===== src/rtl/spi_flash_arbiter_if.sv =====
// Signal bundle between the two flash requesters, the flash pins and
// spi_flash_arbiter. The arbiter uses the slave modport; the requester/flash
// side uses master. MISO is driven by the flash and read by both requesters
// directly, so the arbiter never touches it.
interface spi_flash_arbiter_if;
  logic REQ0, GNT0, nCS0, MOSI0, CLK0;
  logic REQ1, GNT1, nCS1, MOSI1, CLK1;
  logic nCS, MOSI, CLK, MISO;
  logic BUSY, TOERR, TOSRC;

  modport slave (
    input  REQ0, nCS0, MOSI0, CLK0,
    input  REQ1, nCS1, MOSI1, CLK1,
    output GNT0, GNT1, nCS, MOSI, CLK, BUSY, TOERR, TOSRC
  );

  modport master (
    output REQ0, nCS0, MOSI0, CLK0,
    output REQ1, nCS1, MOSI1, CLK1,
    output MISO,
    input  GNT0, GNT1, nCS, MOSI, CLK, BUSY, TOERR, TOSRC
  );
endinterface


===== src/rtl/spi_flash_arbiter.sv =====
// Two-port arbiter for the shared W25Q32 SPI flash pins. Port 0 (bubble page
// loader) has fixed priority; port 1 is a secondary reader. Enforces a nCS
// deselect guard between ownerships and a watchdog on stuck owners.
// Optional macro STARVE_GUARD_EN: promotes port 1 after MAX_WAIT waiting
// cycles so it cannot starve behind back-to-back port-0 traffic.
module spi_flash_arbiter #(
  parameter int unsigned GUARD_CYCLES   = 4,
  parameter int unsigned TIMEOUT_CYCLES = 49152
`ifdef STARVE_GUARD_EN
  ,
  parameter int unsigned MAX_WAIT       = 4096
`endif
) (
  input  logic                  MCLK,
  input  logic                  nRESET,
  spi_flash_arbiter_if.slave    bus
);

  typedef enum logic [1:0] {IDLE, OWN0, OWN1, GUARD} state_t;

  localparam int unsigned GW      = (GUARD_CYCLES > 0) ? $clog2(GUARD_CYCLES + 1) : 1;
  localparam logic [15:0] TO_LAST = 16'(TIMEOUT_CYCLES - 1);

  state_t          r_state;
  state_t          w_next;
  state_t          w_pick;
  logic [GW-1:0]   r_guard_cnt;
  logic [15:0]     r_wd_cnt;
  logic            r_mask0, r_mask1;
  logic            r_toerr, r_tosrc;
  logic            w_timeout;
  logic            w_promote;

`ifdef STARVE_GUARD_EN
  localparam logic [12:0] WAIT_MAX = 13'(MAX_WAIT);
  logic [12:0] r_wait;

  // Port-1 starvation counter: saturates at WAIT_MAX, which promotes port 1.
  always_ff @(posedge MCLK or negedge nRESET) begin
    if (!nRESET)
      r_wait <= '0;
    else if (!bus.REQ1 || bus.GNT1)
      r_wait <= '0;
    else if (!r_mask1 && r_wait != WAIT_MAX)
      r_wait <= r_wait + 13'd1;
  end

  assign w_promote = (r_wait == WAIT_MAX);
`else
  assign w_promote = 1'b0;
`endif

  // Arbitration decision, taken in IDLE and on the last GUARD cycle.
  // NOTE: every always_comb output gets a default first so no latch is inferred.
  always_comb begin
    w_pick = IDLE;
    if (w_promote && bus.REQ1 && !r_mask1)
      w_pick = OWN1;
    else if (bus.REQ0 && !r_mask0)
      w_pick = OWN0;
    else if (bus.REQ1 && !r_mask1)
      w_pick = OWN1;
  end

  // Next-state logic: release has precedence over watchdog expiry.
  always_comb begin
    w_next    = r_state;
    w_timeout = 1'b0;
    case (r_state)
      IDLE:  w_next = w_pick;
      OWN0: begin
        if (!bus.REQ0) begin
          w_next = GUARD;
        end else if (r_wd_cnt == TO_LAST) begin
          w_next    = GUARD;
          w_timeout = 1'b1;
        end
      end
      OWN1: begin
        if (!bus.REQ1) begin
          w_next = GUARD;
        end else if (r_wd_cnt == TO_LAST) begin
          w_next    = GUARD;
          w_timeout = 1'b1;
        end
      end
      GUARD: if (r_guard_cnt == '0) w_next = w_pick;
      default: w_next = IDLE;
    endcase
  end

  // State register; async reset drops ownership and deselects nCS at once.
  // NOTE: sequential state uses non-blocking assignments so all registers
  // update together from pre-edge values.
  always_ff @(posedge MCLK or negedge nRESET) begin
    if (!nRESET)
      r_state <= IDLE;
    else
      r_state <= w_next;
  end

  // Guard down-counter (loaded on GUARD entry) and per-grant watchdog.
  always_ff @(posedge MCLK or negedge nRESET) begin
    if (!nRESET) begin
      r_guard_cnt <= '0;
      r_wd_cnt    <= '0;
    end else begin
      if (r_state != GUARD && w_next == GUARD)
        r_guard_cnt <= GW'(GUARD_CYCLES);
      else if (r_state == GUARD && r_guard_cnt != '0)
        r_guard_cnt <= r_guard_cnt - 1'b1;

      if ((w_next == OWN0 || w_next == OWN1) && w_next != r_state)
        r_wd_cnt <= '0;
      else if (r_state == OWN0 || r_state == OWN1)
        r_wd_cnt <= r_wd_cnt + 16'd1;
    end
  end

  // Timeout reporting and re-grant masks (cleared once REQx is seen low).
  always_ff @(posedge MCLK or negedge nRESET) begin
    if (!nRESET) begin
      r_toerr <= 1'b0;
      r_tosrc <= 1'b0;
      r_mask0 <= 1'b0;
      r_mask1 <= 1'b0;
    end else begin
      r_toerr <= w_timeout;
      if (w_timeout)
        r_tosrc <= (r_state == OWN1);

      if (w_timeout && r_state == OWN0) r_mask0 <= 1'b1;
      else if (!bus.REQ0)               r_mask0 <= 1'b0;

      if (w_timeout && r_state == OWN1) r_mask1 <= 1'b1;
      else if (!bus.REQ1)               r_mask1 <= 1'b0;
    end
  end

  // Pin mux from the registered owner; idle pins when nobody owns the bus.
  always_comb begin
    bus.nCS  = 1'b1;
    bus.MOSI = 1'b0;
    bus.CLK  = 1'b0;
    case (r_state)
      OWN0: begin
        bus.nCS  = bus.nCS0;
        bus.MOSI = bus.MOSI0;
        bus.CLK  = bus.CLK0;
      end
      OWN1: begin
        bus.nCS  = bus.nCS1;
        bus.MOSI = bus.MOSI1;
        bus.CLK  = bus.CLK1;
      end
      default: ;
    endcase
  end

  assign bus.GNT0  = (r_state == OWN0);
  assign bus.GNT1  = (r_state == OWN1);
  assign bus.BUSY  = (r_state != IDLE);
  assign bus.TOERR = r_toerr;
  assign bus.TOSRC = r_tosrc;

endmodule


===== src/flat_wrapper.sv =====
// flat-port wrapper written by rule: the top's interface ports become plain ports
module spi_flash_arbiter_flat 
#(
  parameter int unsigned GUARD_CYCLES   = 4,
  parameter int unsigned TIMEOUT_CYCLES = 49152

)
  (MCLK, nRESET, bus_REQ0, bus_nCS0, bus_MOSI0, bus_CLK0, bus_REQ1, bus_nCS1, bus_MOSI1, bus_CLK1, bus_GNT0, bus_GNT1, bus_nCS, bus_MOSI, bus_CLK, bus_BUSY, bus_TOERR, bus_TOSRC);
  spi_flash_arbiter_if bus_i ();
  input  logic MCLK;
  input  logic nRESET;
  input wire logic [$bits(bus_i.REQ0)-1:0] bus_REQ0;
  input wire logic [$bits(bus_i.nCS0)-1:0] bus_nCS0;
  input wire logic [$bits(bus_i.MOSI0)-1:0] bus_MOSI0;
  input wire logic [$bits(bus_i.CLK0)-1:0] bus_CLK0;
  input wire logic [$bits(bus_i.REQ1)-1:0] bus_REQ1;
  input wire logic [$bits(bus_i.nCS1)-1:0] bus_nCS1;
  input wire logic [$bits(bus_i.MOSI1)-1:0] bus_MOSI1;
  input wire logic [$bits(bus_i.CLK1)-1:0] bus_CLK1;
  output wire logic [$bits(bus_i.GNT0)-1:0] bus_GNT0;
  output wire logic [$bits(bus_i.GNT1)-1:0] bus_GNT1;
  output wire logic [$bits(bus_i.nCS)-1:0] bus_nCS;
  output wire logic [$bits(bus_i.MOSI)-1:0] bus_MOSI;
  output wire logic [$bits(bus_i.CLK)-1:0] bus_CLK;
  output wire logic [$bits(bus_i.BUSY)-1:0] bus_BUSY;
  output wire logic [$bits(bus_i.TOERR)-1:0] bus_TOERR;
  output wire logic [$bits(bus_i.TOSRC)-1:0] bus_TOSRC;
  assign bus_i.REQ0 = bus_REQ0;
  assign bus_i.nCS0 = bus_nCS0;
  assign bus_i.MOSI0 = bus_MOSI0;
  assign bus_i.CLK0 = bus_CLK0;
  assign bus_i.REQ1 = bus_REQ1;
  assign bus_i.nCS1 = bus_nCS1;
  assign bus_i.MOSI1 = bus_MOSI1;
  assign bus_i.CLK1 = bus_CLK1;
  assign bus_GNT0 = bus_i.GNT0;
  assign bus_GNT1 = bus_i.GNT1;
  assign bus_nCS = bus_i.nCS;
  assign bus_MOSI = bus_i.MOSI;
  assign bus_CLK = bus_i.CLK;
  assign bus_BUSY = bus_i.BUSY;
  assign bus_TOERR = bus_i.TOERR;
  assign bus_TOSRC = bus_i.TOSRC;
  spi_flash_arbiter #(.GUARD_CYCLES(GUARD_CYCLES), .TIMEOUT_CYCLES(TIMEOUT_CYCLES)) u_core (.MCLK(MCLK), .nRESET(nRESET), .bus(bus_i));
endmodule

===== config.mk =====
export PLATFORM = sky130hd
export DESIGN_NAME = spi_flash_arbiter_flat
export DESIGN_NICKNAME = d
export VERILOG_FILES = /design/src/rtl/spi_flash_arbiter_if.sv /design/src/rtl/spi_flash_arbiter.sv /design/src/flat_wrapper.sv
export SDC_FILE = /design/constraint.sdc
export NUM_CORES = 1
export LEC_CHECK = 0
export BUFFER_PORTS_ARGS = -buffer_cell sky130_fd_sc_hd__buf_4
export CAP_MARGIN = 10
export CORE_ASPECT_RATIO = 2
export CORE_MARGIN = 4
export CORE_UTILIZATION = 50
export DETAILED_ROUTE_END_ITERATION = 8
export PLACE_DENSITY = 0.72
export SLEW_MARGIN = 20
export SYNTH_ARGS = -nofsm -noshare
export SYNTH_HDL_FRONTEND = slang
export SYNTH_SLANG_ARGS = --single-unit

===== constraint.sdc =====
create_clock -name MCLK -period 2.55 [get_ports MCLK]
set_input_delay 0.3825 -clock MCLK [delete_from_list [all_inputs] [get_ports MCLK]]
set_output_delay 0.3825 -clock MCLK [all_outputs]
set_load 0.02 [all_outputs]

==> results.json <==
{
  "drt-total-wl_um": 4000,
  "worstRegToRegCells": 11,
  "cts.htree.levels": 1,
  "total_cts_buffers": 3,
  "synth_sequential_area_ratio": 0.395,
  "cp_slowest_cell": "sky130_fd_sc_hd__dfrtp_1",
  "critical_path_buf_inv_count": 1,
  "power.ir.vdd_worst_mv": 0.686,
  "yosysWarnings": 0,
  "port_buffers": 17,
  "core_region_area_um2": 3010,
  "clock_sinks": 25,
  "crit-reg2reg-launch": "u_core.r_wd_cnt[0]",
  "final_antenna_net_count": 0,
  "synth_area_per_cell_um2": 10.1,
  "finalMaxSlewViolations": 0,
  "ys_top_cells_by_area": "sky130_fd_sc_hd__dfrtp_1 (40%), sky130_fd_sc_hd__ha_1 (7.1%), sky130_fd_sc_hd__nor3_1 (5.7%)",
  "floorplan.die.width_um": 47.8,
  "max_cap_viol_count": 0,
  "clkSlewWorstSetupHoldPaths_ns": 0.09,
  "number_of_antenna_cells_inserted": 0,
  "grt_util_all_layers": 0.208,
  "tns_ns": 0,
  "cts-hold-fix-buffers": 0,
  "avgViaCountPerCell": 6.18,
  "grt_setup_unrepaired": "true",
  "final_period_minus_worst_setup_slack_ns": 2.52,
  "worstReg2RegEnd": "u_core.r_wd_cnt[12]",
  "areaGrowthSynthToFinish_pct": 26.3,
  "tritoncts": "built",
  "cts_buffer_depth": 2,
  "synthesis.nets": 176,
  "die-height_um": 87.6,
  "drive_above_1_share": 0.330,
  "cp_data_required_time_ns": 2.70,
  "timing.critical_path.cells": "ha_2 > nand4_1 > nor4_4 > o31a_1 > a311oi_2 > o22ai_2 > ha_4 > o21ai_2 > a311oi_4 > bufbuf_16 > nor3_1",
  "synth_cell_area_um2": 1580,
  "synth_async_sr_flop_share": 1.00,
  "timing.final.crit_share": 0.988,
  "grt-ovfl-total": 0,
  "leakage_power_nw": 0.900,
  "wl_per_cell_um": 18.4,
  "floorplan.initialDensity": 0.525,
  "grt_antenna_before_repair": 0,
  "crit_arrival_ns": 2.66,
  "post-place-cells": 209,
  "timing.final.ws_setup_ns": 0.0310,
  "detailroute.via_count": 1347,
  "grt_pass1_vias": 1429,
  "outcome": "completed",
  "criticalPathCategory": "reg -> reg",
  "fin_nets": 208,
  "firstDrtPassIters": 4,
  "hold_slack_ns": 0.00218,
  "row_count": 28,
  "post_synth_inst_count": 157,
  "startpoint_type_of_the_worst_setup_path": "register",
  "synth_edf_count": 0,
  "clock_tree.root_cell": "sky130_fd_sc_hd__clkbuf_8",
  "drt_first_iter_violations": 36,
  "setup_slack_reg_to_reg_ns": 0.03,
  "synthDominantCellAreaShare": 0.395,
  "dp_hpwl_um": 2880,
  "insertion_delay_ns": 0.27,
  "instances_no_fill": 218,
  "fmaxAchievable_ghz": 0.397,
  "setup_viol": 0,
  "io-pin-count": 18,
  "placer_s_final_routability_congestion_estimate": 0.903,
  "power.density_cell_area_nw_per_um2": 1160,
  "cp_peak_stage_delay_ns": 0.40,
  "synth_top_cell_by_area": "sky130_fd_sc_hd__dfrtp_1",
  "floorplan.die_area_um2": 4180,
  "worst_pin_slew_ns": 0.566,
  "cp_max_fo": 8,
  "clock-skew-final_ns": 0.00174,
  "post-place-ws_ns": -0.0752,
  "crit_family": "compound AO/OA/AOI/OAI gates",
  "ys_ff_latch": 25,
  "yosys_most_used_dff": "sky130_fd_sc_hd__dfrtp_1",
  "first_pass_grt_wire_length_um": 6310,
  "grt_start_max_net_pins": 26,
  "setup.worst_path.end_class": "register",
  "finish.utilization": 0.664,
  "finalHoldViolCount": 0,
  "slew_margin_rel": 0.619,
  "synth.distinct_cells": 46,
  "detail_route.drc_violations": 0,
  "timing.hold.worst.class": "in -> async"
}
## Yosys cell counts, drive strengths merged (3+ instances only)
cell / count
buf: 3
xor2: 9
nor3b: 3
ha: 9
clkbuf: 5
o21ai: 3
inv: 8
xnor2: 7
nor3: 18
nor4: 4
dfrtp: 25
a2111o: 3
nand2: 10
mux2i: 3
nand3: 5
nor2: 5
a22oi: 3
nand4: 5
## kinds of logic after synthesis
| logic type | share of synthesized area |
|---|---|
| DFF | 0.395 |
| buffers and inverters | 0.0466 |
| adders and majority gates | 0.0711 |
| xor gates and xnor gates | 0.0885 |
| AOI/OAI and AO/OA | 0.141 |
| muxes | 0.0261 |
| and+or+nand+nor | 0.231 |
## layout by cell type (no fill, tap or decap), types with 2 or more instances in the layout
cell type and instances:
sky130_fd_sc_hd__o31ai_1 2, sky130_fd_sc_hd__a2111o_1 3, sky130_fd_sc_hd__nor3b_1 3, sky130_fd_sc_hd__xnor2_1 7, sky130_fd_sc_hd__o22ai_2 2, sky130_fd_sc_hd__buf_4 33
sky130_fd_sc_hd__clkbuf_8 3, sky130_fd_sc_hd__and3_1 2, sky130_fd_sc_hd__nand3_1 5, sky130_fd_sc_hd__a22oi_1 3, sky130_fd_sc_hd__a22o_1 2, sky130_fd_sc_hd__ha_1 3
sky130_fd_sc_hd__nand4_1 4, sky130_fd_sc_hd__nand2_1 10, sky130_fd_sc_hd__o21ai_0 2, sky130_fd_sc_hd__nor2_1 4, sky130_fd_sc_hd__xor2_1 9, sky130_fd_sc_hd__ha_2 4
sky130_fd_sc_hd__mux2i_1 3, sky130_fd_sc_hd__dfrtp_2 3, sky130_fd_sc_hd__nor2b_1 2, sky130_fd_sc_hd__inv_1 7, sky130_fd_sc_hd__dfrtp_1 22, sky130_fd_sc_hd__nor3_1 17
sky130_fd_sc_hd__ha_4 2, sky130_fd_sc_hd__nor4_1 3
## registers in the layout (all words and copies together), names as in the netlist
register,count
u_core.bus.TOSRC,1
u_core.r_guard_cnt,3
u_core.r_state,2
u_core.r_mask1,1
u_core.r_wd_cnt,16
u_core.r_mask0,1
u_core.bus.TOERR,1
## metrics by stage
step / total power, mW / instance area, um2
global placement: 1.69 / 1820
global route: 2.45 / 2000
detailed placement: 1.74 / 1820
finish: 2.33 / 2000
floorplan: 1.37 / 1590
CTS: 2.19 / 1930
## where the power goes
part           switching (mW)  internal, mW
Sequential             0.0687         0.459
Combinational           0.797         0.761
Clock                   0.131         0.110
## repair_timing
action | 4_1_cts | 5_1_grt
endpoints found under the setup margin | 16 | 17
pin swaps | 5 | 3
buffers inserted | 2 | 2
gates cloned | 1 | 0
resized for setup | 6 | 11
## area by class of cell
| class | instances | area (um2) |
|---|---|---|
| clock buffers | 3 | 41.3 |
| multi-input cells | 116 | 956 |
| fillers | 239 | 1010 |
| well taps | 30 | 37.5 |
| flip-flops and latches | 25 | 629 |
| inverters | 8 | 30.0 |
| repair buffers | 35 | 300 |
| clock inverters | 1 | 5.00 |
## worst max-delay path by stage
stage,from,end,slack [ns],depth (start not counted)
after detailed placement,u_core.r_wd_cnt[14],u_core.r_wd_cnt[13],-0.08,10
final,u_core.r_wd_cnt[0],u_core.r_wd_cnt[12],0.03,11
after CTS,u_core.r_wd_cnt[1],u_core.r_wd_cnt[1],0.005,12
after global placement,u_core.r_wd_cnt[0],u_core.r_wd_cnt[9],0.04,11
after floorplan,u_core.r_wd_cnt[0],u_core.r_wd_cnt[7],0.005,11
after global routing,u_core.r_wd_cnt[14],u_core.r_wd_cnt[8],-0.06,10
## metal layers
| metal | GRT usage | wire length (um) |
|---|---|---|
| met5 | 0 | 0 |
| met4 | 0.0858 | 110 |
| met3 | 0.0247 | 82 |
| met2 | 0.390 | 2380 |
| met1 | 0.212 | 1430 |
(Power assumes the default switching activity.)
